## src/rtl/median_window_if.sv

```systemverilog
// Pixel-stream handshake and window-status bundle between the pixel source and
// the median-filter window sequencer.
interface median_window_if #(
    parameter int CNT_W = 10
);
    logic             pix_valid;
    logic             pix_sof;
    logic             pix_ready;
    logic             shift_en;
    logic             win_valid;
    logic [CNT_W-1:0] out_col;
    logic [CNT_W-1:0] out_row;
    logic             brd_top;
    logic             brd_bot;
    logic             brd_lft;
    logic             brd_rgt;
    logic             frame_done;
    logic             err_sof;

    modport master (
        output pix_valid, pix_sof,
        input  pix_ready, shift_en, win_valid, out_col, out_row,
        input  brd_top, brd_bot, brd_lft, brd_rgt, frame_done, err_sof
    );

    modport slave (
        input  pix_valid, pix_sof,
        output pix_ready, shift_en, win_valid, out_col, out_row,
        output brd_top, brd_bot, brd_lft, brd_rgt, frame_done, err_sof
    );
endinterface

```

## src/rtl/median_window_ctrl.sv

```systemverilog
// Raster sequencer for the median-filter line-buffer chain: drives the line-delay
// shift, reports each completed WINxWIN window and flushes the chain after the frame.
module median_window_ctrl #(
    parameter int IMG_W = 640,
    parameter int IMG_H = 480,
    parameter int WIN   = 3,
    parameter int CNT_W = 10
) (
    input  logic           clk,
    input  logic           rst_n,
    median_window_if.slave bus
);
    localparam int HALF = (WIN - 1) / 2;
    localparam int LAG  = HALF * IMG_W + HALF;
    localparam int FL_W = $clog2(LAG + 2);

    localparam logic [CNT_W-1:0] ZERO_C   = {CNT_W{1'b0}};
    localparam logic [CNT_W-1:0] HALF_C   = CNT_W'(HALF);
    localparam logic [CNT_W-1:0] LAST_COL = CNT_W'(IMG_W - 1);
    localparam logic [CNT_W-1:0] LAST_ROW = CNT_W'(IMG_H - 1);
    localparam logic [CNT_W-1:0] BOT_LIM  = CNT_W'(IMG_H - 1 - HALF);
    localparam logic [CNT_W-1:0] RGT_LIM  = CNT_W'(IMG_W - 1 - HALF);
    localparam logic [FL_W-1:0]  FL_LAST  = FL_W'(LAG - 1);

    typedef enum logic [2:0] {
        ST_IDLE  = 3'd0,
        ST_FILL  = 3'd1,
        ST_RUN   = 3'd2,
        ST_FLUSH = 3'd3,
        ST_DONE  = 3'd4
    } state_t;

    // Raster successor of (col,row); packed as {row, col}, wrapping after the last pixel.
    function automatic logic [2*CNT_W-1:0] next_pos(input logic [CNT_W-1:0] col,
                                                    input logic [CNT_W-1:0] row);
        logic [CNT_W-1:0] ncol;
        logic [CNT_W-1:0] nrow;
        if (col == LAST_COL) begin
            ncol = ZERO_C;
            nrow = (row == LAST_ROW) ? ZERO_C : row + CNT_W'(1);
        end else begin
            ncol = col + CNT_W'(1);
            nrow = row;
        end
        return {nrow, ncol};
    endfunction

    state_t           state_r;
    state_t           state_nxt_s;
    state_t           entry_s;
    logic [CNT_W-1:0] in_col_r;
    logic [CNT_W-1:0] in_row_r;
    logic [CNT_W-1:0] win_col_r;
    logic [CNT_W-1:0] win_row_r;
    logic [FL_W-1:0]  flush_cnt_r;
    logic             win_valid_r;
    logic [CNT_W-1:0] out_col_r;
    logic [CNT_W-1:0] out_row_r;
    logic             brd_top_r;
    logic             brd_bot_r;
    logic             brd_lft_r;
    logic             brd_rgt_r;
    logic             frame_done_r;
    logic             err_sof_r;

    logic             ready_s;
    logic             accept_s;
    logic             restart_s;
    logic             in_shift_s;
    logic             past_lag_s;
    logic             last_pix_s;
    logic             produce_s;
    logic             shift_s;
    logic [CNT_W-1:0] acc_col_s;
    logic [CNT_W-1:0] acc_row_s;
    logic [CNT_W-1:0] base_col_s;
    logic [CNT_W-1:0] base_row_s;
    logic [2*CNT_W-1:0] in_next_s;
    logic [2*CNT_W-1:0] win_next_s;

    // Accept/shift decode; an SOF accept re-bases both the input and the window position at (0,0).
    always_comb begin
        ready_s    = (state_r == ST_IDLE) || (state_r == ST_FILL) || (state_r == ST_RUN);
        accept_s   = bus.pix_valid & ready_s;
        restart_s  = accept_s & bus.pix_sof;
        in_shift_s = accept_s & ((state_r != ST_IDLE) | bus.pix_sof);
        if (restart_s) begin
            acc_col_s  = ZERO_C;
            acc_row_s  = ZERO_C;
            base_col_s = ZERO_C;
            base_row_s = ZERO_C;
        end else begin
            acc_col_s  = in_col_r;
            acc_row_s  = in_row_r;
            base_col_s = win_col_r;
            base_row_s = win_row_r;
        end
        // Pixel index >= LAG is exactly position (HALF,HALF) or later in raster order.
        past_lag_s = (acc_row_s > HALF_C) || ((acc_row_s == HALF_C) && (acc_col_s >= HALF_C));
        last_pix_s = (acc_col_s == LAST_COL) && (acc_row_s == LAST_ROW);
        produce_s  = (in_shift_s & past_lag_s) | (state_r == ST_FLUSH);
        shift_s    = in_shift_s | (state_r == ST_FLUSH);
        in_next_s  = next_pos(acc_col_s, acc_row_s);
        win_next_s = next_pos(base_col_s, base_row_s);
    end

    // Next-state logic.
    always_comb begin
        state_nxt_s = state_r;
        if (last_pix_s) begin
            entry_s = (LAG == 0) ? ST_DONE : ST_FLUSH;
        end else if (past_lag_s) begin
            entry_s = ST_RUN;
        end else begin
            entry_s = ST_FILL;
        end
        case (state_r)
            ST_IDLE, ST_FILL, ST_RUN: begin
                if (in_shift_s) begin
                    state_nxt_s = entry_s;
                end else begin
                    state_nxt_s = state_r;
                end
            end
            ST_FLUSH: begin
                if (flush_cnt_r == FL_LAST) begin
                    state_nxt_s = ST_DONE;
                end else begin
                    state_nxt_s = ST_FLUSH;
                end
            end
            ST_DONE:  state_nxt_s = ST_IDLE;
            default:  state_nxt_s = ST_IDLE;
        endcase
    end

    // State register.
    always_ff @(posedge clk or negedge rst_n) begin
        if (!rst_n) begin
            state_r <= ST_IDLE;
        end else begin
            state_r <= state_nxt_s;
        end
    end

    // Flush length counter, only running while the chain drains.
    always_ff @(posedge clk or negedge rst_n) begin
        if (!rst_n) begin
            flush_cnt_r <= {FL_W{1'b0}};
        end else if (state_r == ST_FLUSH) begin
            flush_cnt_r <= flush_cnt_r + FL_W'(1);
        end else begin
            flush_cnt_r <= {FL_W{1'b0}};
        end
    end

    // Input raster position of the next expected pixel.
    always_ff @(posedge clk or negedge rst_n) begin
        if (!rst_n) begin
            in_col_r <= ZERO_C;
            in_row_r <= ZERO_C;
        end else if (in_shift_s) begin
            {in_row_r, in_col_r} <= in_next_s;
        end else begin
            in_col_r <= in_col_r;
            in_row_r <= in_row_r;
        end
    end

    // Raster position of the next window centre; an aborted frame restarts it at (0,0).
    always_ff @(posedge clk or negedge rst_n) begin
        if (!rst_n) begin
            win_col_r <= ZERO_C;
            win_row_r <= ZERO_C;
        end else if (produce_s) begin
            {win_row_r, win_col_r} <= win_next_s;
        end else if (restart_s) begin
            win_col_r <= ZERO_C;
            win_row_r <= ZERO_C;
        end else begin
            win_col_r <= win_col_r;
            win_row_r <= win_row_r;
        end
    end

    // Registered window report, one cycle behind the producing shift like the line delay.
    always_ff @(posedge clk or negedge rst_n) begin
        if (!rst_n) begin
            win_valid_r <= 1'b0;
            out_col_r   <= ZERO_C;
            out_row_r   <= ZERO_C;
            brd_top_r   <= 1'b0;
            brd_bot_r   <= 1'b0;
            brd_lft_r   <= 1'b0;
            brd_rgt_r   <= 1'b0;
        end else begin
            win_valid_r <= produce_s;
            if (produce_s) begin
                out_col_r <= base_col_s;
                out_row_r <= base_row_s;
            end else begin
                out_col_r <= out_col_r;
                out_row_r <= out_row_r;
            end
            brd_top_r <= produce_s & (base_row_s < HALF_C);
            brd_bot_r <= produce_s & (base_row_s > BOT_LIM);
            brd_lft_r <= produce_s & (base_col_s < HALF_C);
            brd_rgt_r <= produce_s & (base_col_s > RGT_LIM);
        end
    end

    // Status pulses: end of frame, and SOF protocol violations.
    always_ff @(posedge clk or negedge rst_n) begin
        if (!rst_n) begin
            frame_done_r <= 1'b0;
            err_sof_r    <= 1'b0;
        end else begin
            frame_done_r <= (state_r == ST_DONE);
            err_sof_r    <= accept_s & ((state_r == ST_IDLE) ? ~bus.pix_sof : bus.pix_sof);
        end
    end

    assign bus.pix_ready  = ready_s;
    assign bus.shift_en   = shift_s;
    assign bus.win_valid  = win_valid_r;
    assign bus.out_col    = out_col_r;
    assign bus.out_row    = out_row_r;
    assign bus.brd_top    = brd_top_r;
    assign bus.brd_bot    = brd_bot_r;
    assign bus.brd_lft    = brd_lft_r;
    assign bus.brd_rgt    = brd_rgt_r;
    assign bus.frame_done = frame_done_r;
    assign bus.err_sof    = err_sof_r;
endmodule

```

## src/flat_wrapper.sv

```systemverilog
// flat-port wrapper written by rule: the top's interface ports become plain ports
module median_window_ctrl_flat 
#(
    parameter int IMG_W = 640,
    parameter int IMG_H = 480,
    parameter int WIN   = 3,
    parameter int CNT_W = 10
)
  (clk, rst_n, bus_pix_valid, bus_pix_sof, bus_pix_ready, bus_shift_en, bus_win_valid, bus_out_col, bus_out_row, bus_brd_top, bus_brd_bot, bus_brd_lft, bus_brd_rgt, bus_frame_done, bus_err_sof);
  median_window_if #(.CNT_W(CNT_W)) bus_i ();
  input  logic clk;
  input  logic rst_n;
  input wire logic [$bits(bus_i.pix_valid)-1:0] bus_pix_valid;
  input wire logic [$bits(bus_i.pix_sof)-1:0] bus_pix_sof;
  output wire logic [$bits(bus_i.pix_ready)-1:0] bus_pix_ready;
  output wire logic [$bits(bus_i.shift_en)-1:0] bus_shift_en;
  output wire logic [$bits(bus_i.win_valid)-1:0] bus_win_valid;
  output wire logic [$bits(bus_i.out_col)-1:0] bus_out_col;
  output wire logic [$bits(bus_i.out_row)-1:0] bus_out_row;
  output wire logic [$bits(bus_i.brd_top)-1:0] bus_brd_top;
  output wire logic [$bits(bus_i.brd_bot)-1:0] bus_brd_bot;
  output wire logic [$bits(bus_i.brd_lft)-1:0] bus_brd_lft;
  output wire logic [$bits(bus_i.brd_rgt)-1:0] bus_brd_rgt;
  output wire logic [$bits(bus_i.frame_done)-1:0] bus_frame_done;
  output wire logic [$bits(bus_i.err_sof)-1:0] bus_err_sof;
  assign bus_i.pix_valid = bus_pix_valid;
  assign bus_i.pix_sof = bus_pix_sof;
  assign bus_pix_ready = bus_i.pix_ready;
  assign bus_shift_en = bus_i.shift_en;
  assign bus_win_valid = bus_i.win_valid;
  assign bus_out_col = bus_i.out_col;
  assign bus_out_row = bus_i.out_row;
  assign bus_brd_top = bus_i.brd_top;
  assign bus_brd_bot = bus_i.brd_bot;
  assign bus_brd_lft = bus_i.brd_lft;
  assign bus_brd_rgt = bus_i.brd_rgt;
  assign bus_frame_done = bus_i.frame_done;
  assign bus_err_sof = bus_i.err_sof;
  median_window_ctrl #(.IMG_W(IMG_W), .IMG_H(IMG_H), .WIN(WIN), .CNT_W(CNT_W)) u_core (.clk(clk), .rst_n(rst_n), .bus(bus_i));
endmodule
```

## config.mk

```make
export PLATFORM = sky130hd
export DESIGN_NAME = median_window_ctrl_flat
export DESIGN_NICKNAME = d
export VERILOG_FILES = /design/src/rtl/median_window_if.sv /design/src/rtl/median_window_ctrl.sv /design/src/flat_wrapper.sv
export SDC_FILE = /design/constraint.sdc
export NUM_CORES = 1
export LEC_CHECK = 0
export ABC_AREA = 0
export BUFFER_PORTS_ARGS = -buffer_cell sky130_fd_sc_hd__buf_2
export CAP_MARGIN = 20
export CORE_MARGIN = 1.5
export CORE_UTILIZATION = 55
export DETAILED_ROUTE_END_ITERATION = 10
export GPL_ROUTABILITY_DRIVEN = 0
export PLACE_DENSITY = 0.76
export SLEW_MARGIN = 20
export SYNTH_ARGS = -nofsm -noshare
export SYNTH_HDL_FRONTEND = slang
export SYNTH_SLANG_ARGS = --single-unit
```

## constraint.sdc

```tcl
create_clock -name clk -period 10.35 [get_ports clk]
set_clock_uncertainty 0.2 [all_clocks]
set_input_delay 2.07 -clock clk [delete_from_list [all_inputs] [get_ports clk]]
set_output_delay 2.07 -clock clk [all_outputs]
set_load 0.02 [all_outputs]
```

==> metrics.txt <==
first-pass GRT wire length 15600 um; Max Cap Violations 0; clock latency on the worst-skew pair 0.35 ns; outcome complete, no violations; CP Buf/Inv Count 5; Worst-path clk slew 0.09 ns; top_reg_cell synth dfrtp_1; vias in the first global route 3246; Pins Over Slew Limit 0; setup tns final 0 ns; LEAKAGE 2.11 nW; EDFF count, synth 0; Synth area leaders dfrtp_1, nand2_1, o21ai_0, ha_1, nor2_1; unrepaired setup endpoints after global routing no; CTS buffer count 9; Max stage delay on crit path 0.26 ns; Yosys reg bits 80; IO buf count 32; highest clock rate 0.182 GHz; reg-to-reg setup timing slack 6.14 ns; number of cells on the critical path 8; post-route setup slack 4.86 ns; 1st-iter DRT viols about 310; antenna viol nets, final 0; CP max stage cell buf_4; CTS Hold Buffers Added 0; Antenna diodes 0; die area 8210 um^2; Fin. Hold Viols 0; Starting Density 57.6%; final core occ 63.6%; GRT overflow 0; Synth Warn # 0; Yosys cell types 55; # rows 31; Mapped Nets 491; Worst Setup Start Kind primary input; worst setup slack after placement 4.72 ns; CP Data Arrival Time 3.22 ns; most numerous cell in the Yosys netlist dfrtp_1; Worst-Margin Slew 1.03 ns; final cycle utilization of the critical path a little over half; fin crit period 5.49 ns; initial antenna violation count 0; vias 3570; post-CTS setup buffers 0; layout cells sized above 1 12.5%; vias per cell 5.93; worst hold stages 2; Syn Inst Count 472; Rel. slew slack 31.0%; Required @ worst endpoint 8.08 ns; most frequent cells after synthesis dfrtp_1, nand2_1, o21ai_0, nor2_1, nand3_1; total core area 7330 um^2; die height ~90 um; r2r endpoint u_core.bus.out_row[6]$_DFFE_PN0N_; DRC violation count after routing 0; final setup violation count 0; total global-route track usage about a quarter; Seq/Total Area, Yosys between 40% and 50%; Resize count post-CTS 0; min-delay worst type reg2reg; top cell type by total area after synthesis dfrtp_1; P&R area growth vs syn 10.4%; Cell Area, Synth 4220 um^2; WL final 9030 um; R2R depth 13; DR WL/cell 15.0 um; Worst VDD drop 0.110 mV; detailed placement HPWL 6060 um; crit path max fanout 21; Worst Setup Path Type in2out; root buf cell clkbuf_8; Mean Syn Cell Area 8.94 um^2; Nets about 520; min-delay src u_core.bus.out_col[5]$_DFFE_PN0N_; CTS tree built; chip width 90.6 um; CP Capture Type primary output; I/O pin cnt 33; Initial DRT Pass Iterations 5; H-tree Lvls 3; critical-path cell list buf_2 -> inv_1 -> ha_1 -> nor3_2 -> buf_4 -> nor2_1 -> inv_1 -> buf_2; Yosys top cell area share 47.4%; Post-synth ARST share 100%; cell family with most CP delay buffers and inverters; largest net degree at the start of global routing 81; CTS Buffer Depth 2; Reg2Reg Launch Point u_core.state_r[0]$_DFFE_PN0P_; Hold EP u_core.bus.out_col[5]$_DFFE_PN0N_; Power Dens Cells roughly 200 nW/um^2; clock sink count 80
## report_power, final
part	switching, mW	total [mW]	internal [mW]
clock	0.122	0.261	0.138
sequential	0.0343	0.386	0.351
combinational	0.196	0.276	0.0807
## placed cells by master (no fill, tap or decap), types with 3 or more instances in the layout
master,n
dfrtp_1,80
nand2_1,77
o21ai_0,49
nor2_1,35
buf_2,31
nand3_1,25
inv_1,18
a21oi_1,16
ha_1,15
o21ai_1,12
nor4_1,11
nand4_1,10
or3_1,10
clkbuf_8,9
nor3_1,8
and3_1,8
and2_1,7
mux2i_1,6
a31oi_1,6
xor2_1,4
xnor2_1,4
nor3b_1,4
o31ai_1,4
o21bai_1,3
or4_1,3
buf_4,3
## worst reg2reg max path, delay by kind of cell, from the launching register on
kind	cells	cell delay [ns]
AOI/OAI and AO/OA	2	1.10
adders and majority gates	1	0.19
buffers and inverters	4	0.81
DFF	1	0.44
muxes	2	0.54
and+or+nand+nor	4	0.84
## stage by stage
stage | hold slack, ns | total power [mW] | instance area [um^2] | cells
global placement | 0.257 | 0.658 | 4430 | 586
floorplan | 0.255 | 0.604 | 4220 | 472
CTS | 0.280 | 0.927 | 4660 | 602
detailed placement | 0.258 | 0.667 | 4430 | 586
global route | 0.300 | 0.985 | 4660 | 602
finish | 0.274 | 0.922 | 4660 | 602
## registers in the layout, summed over array words and instances, names as in the netlist, 3 cells and up
| signal | flops |
|---|---|
| u_core.bus.out_col | 10 |
| u_core.bus.out_row | 10 |
| u_core.flush_cnt_r | 10 |
| u_core.in_col_r | 10 |
| u_core.in_row_r | 10 |
| u_core.state_r | 3 |
| u_core.win_col_r | 10 |
| u_core.win_row_r | 10 |
## layer usage
metal	global-route usage, %	routed length (um)
met2	34.0	4080
met4	7.28	107
met5	0	0
met3	4.38	553
met1	35.4	4290
## layout make-up
| cell class | count | area, um^2 |
|---|---|---|
| Clock buffer | 9 | 124 |
| Multi-Input combinational cell | 352 | 2050 |
| Inverter | 20 | 75.1 |
| Clock inverter | 7 | 103 |
| Timing Repair Buffer | 35 | 189 |
| Sequential cell | 80 | 2000 |
| Fill cell | 597 | 2670 |
| Tap cell | 99 | 124 |
## worst max-delay path by stage
stage / slack, ns / startpoint / to
CTS: 4.87 / bus_pix_sof / bus_shift_en
finish: 4.86 / bus_pix_sof / bus_shift_en
detailed placement: 4.72 / bus_pix_valid / u_core.bus.out_row[6]$_DFFE_PN0N_
global placement: 4.81 / bus_pix_valid / u_core.bus.out_row[6]$_DFFE_PN0N_
global route: 4.76 / bus_pix_sof / bus_shift_en
floorplan: 5.29 / bus_pix_sof / bus_shift_en
## logic make-up (layout without fill, tap and decap cells)
group / Yosys count / in the layout / synth area share [%]
fa+ha+maj: 15 / 15 / 4.45
flops: 80 / 80 / 47.4
mux: 7 / 7 / 1.69
simple gates: 210 / 210 / 24.2
xor+xnor: 8 / 8 / 1.66
compound gates: 112 / 112 / 16.4
buf+inv: 40 / 71 / 4.12
No activity file was read; power rests on OpenSTA's default activity.
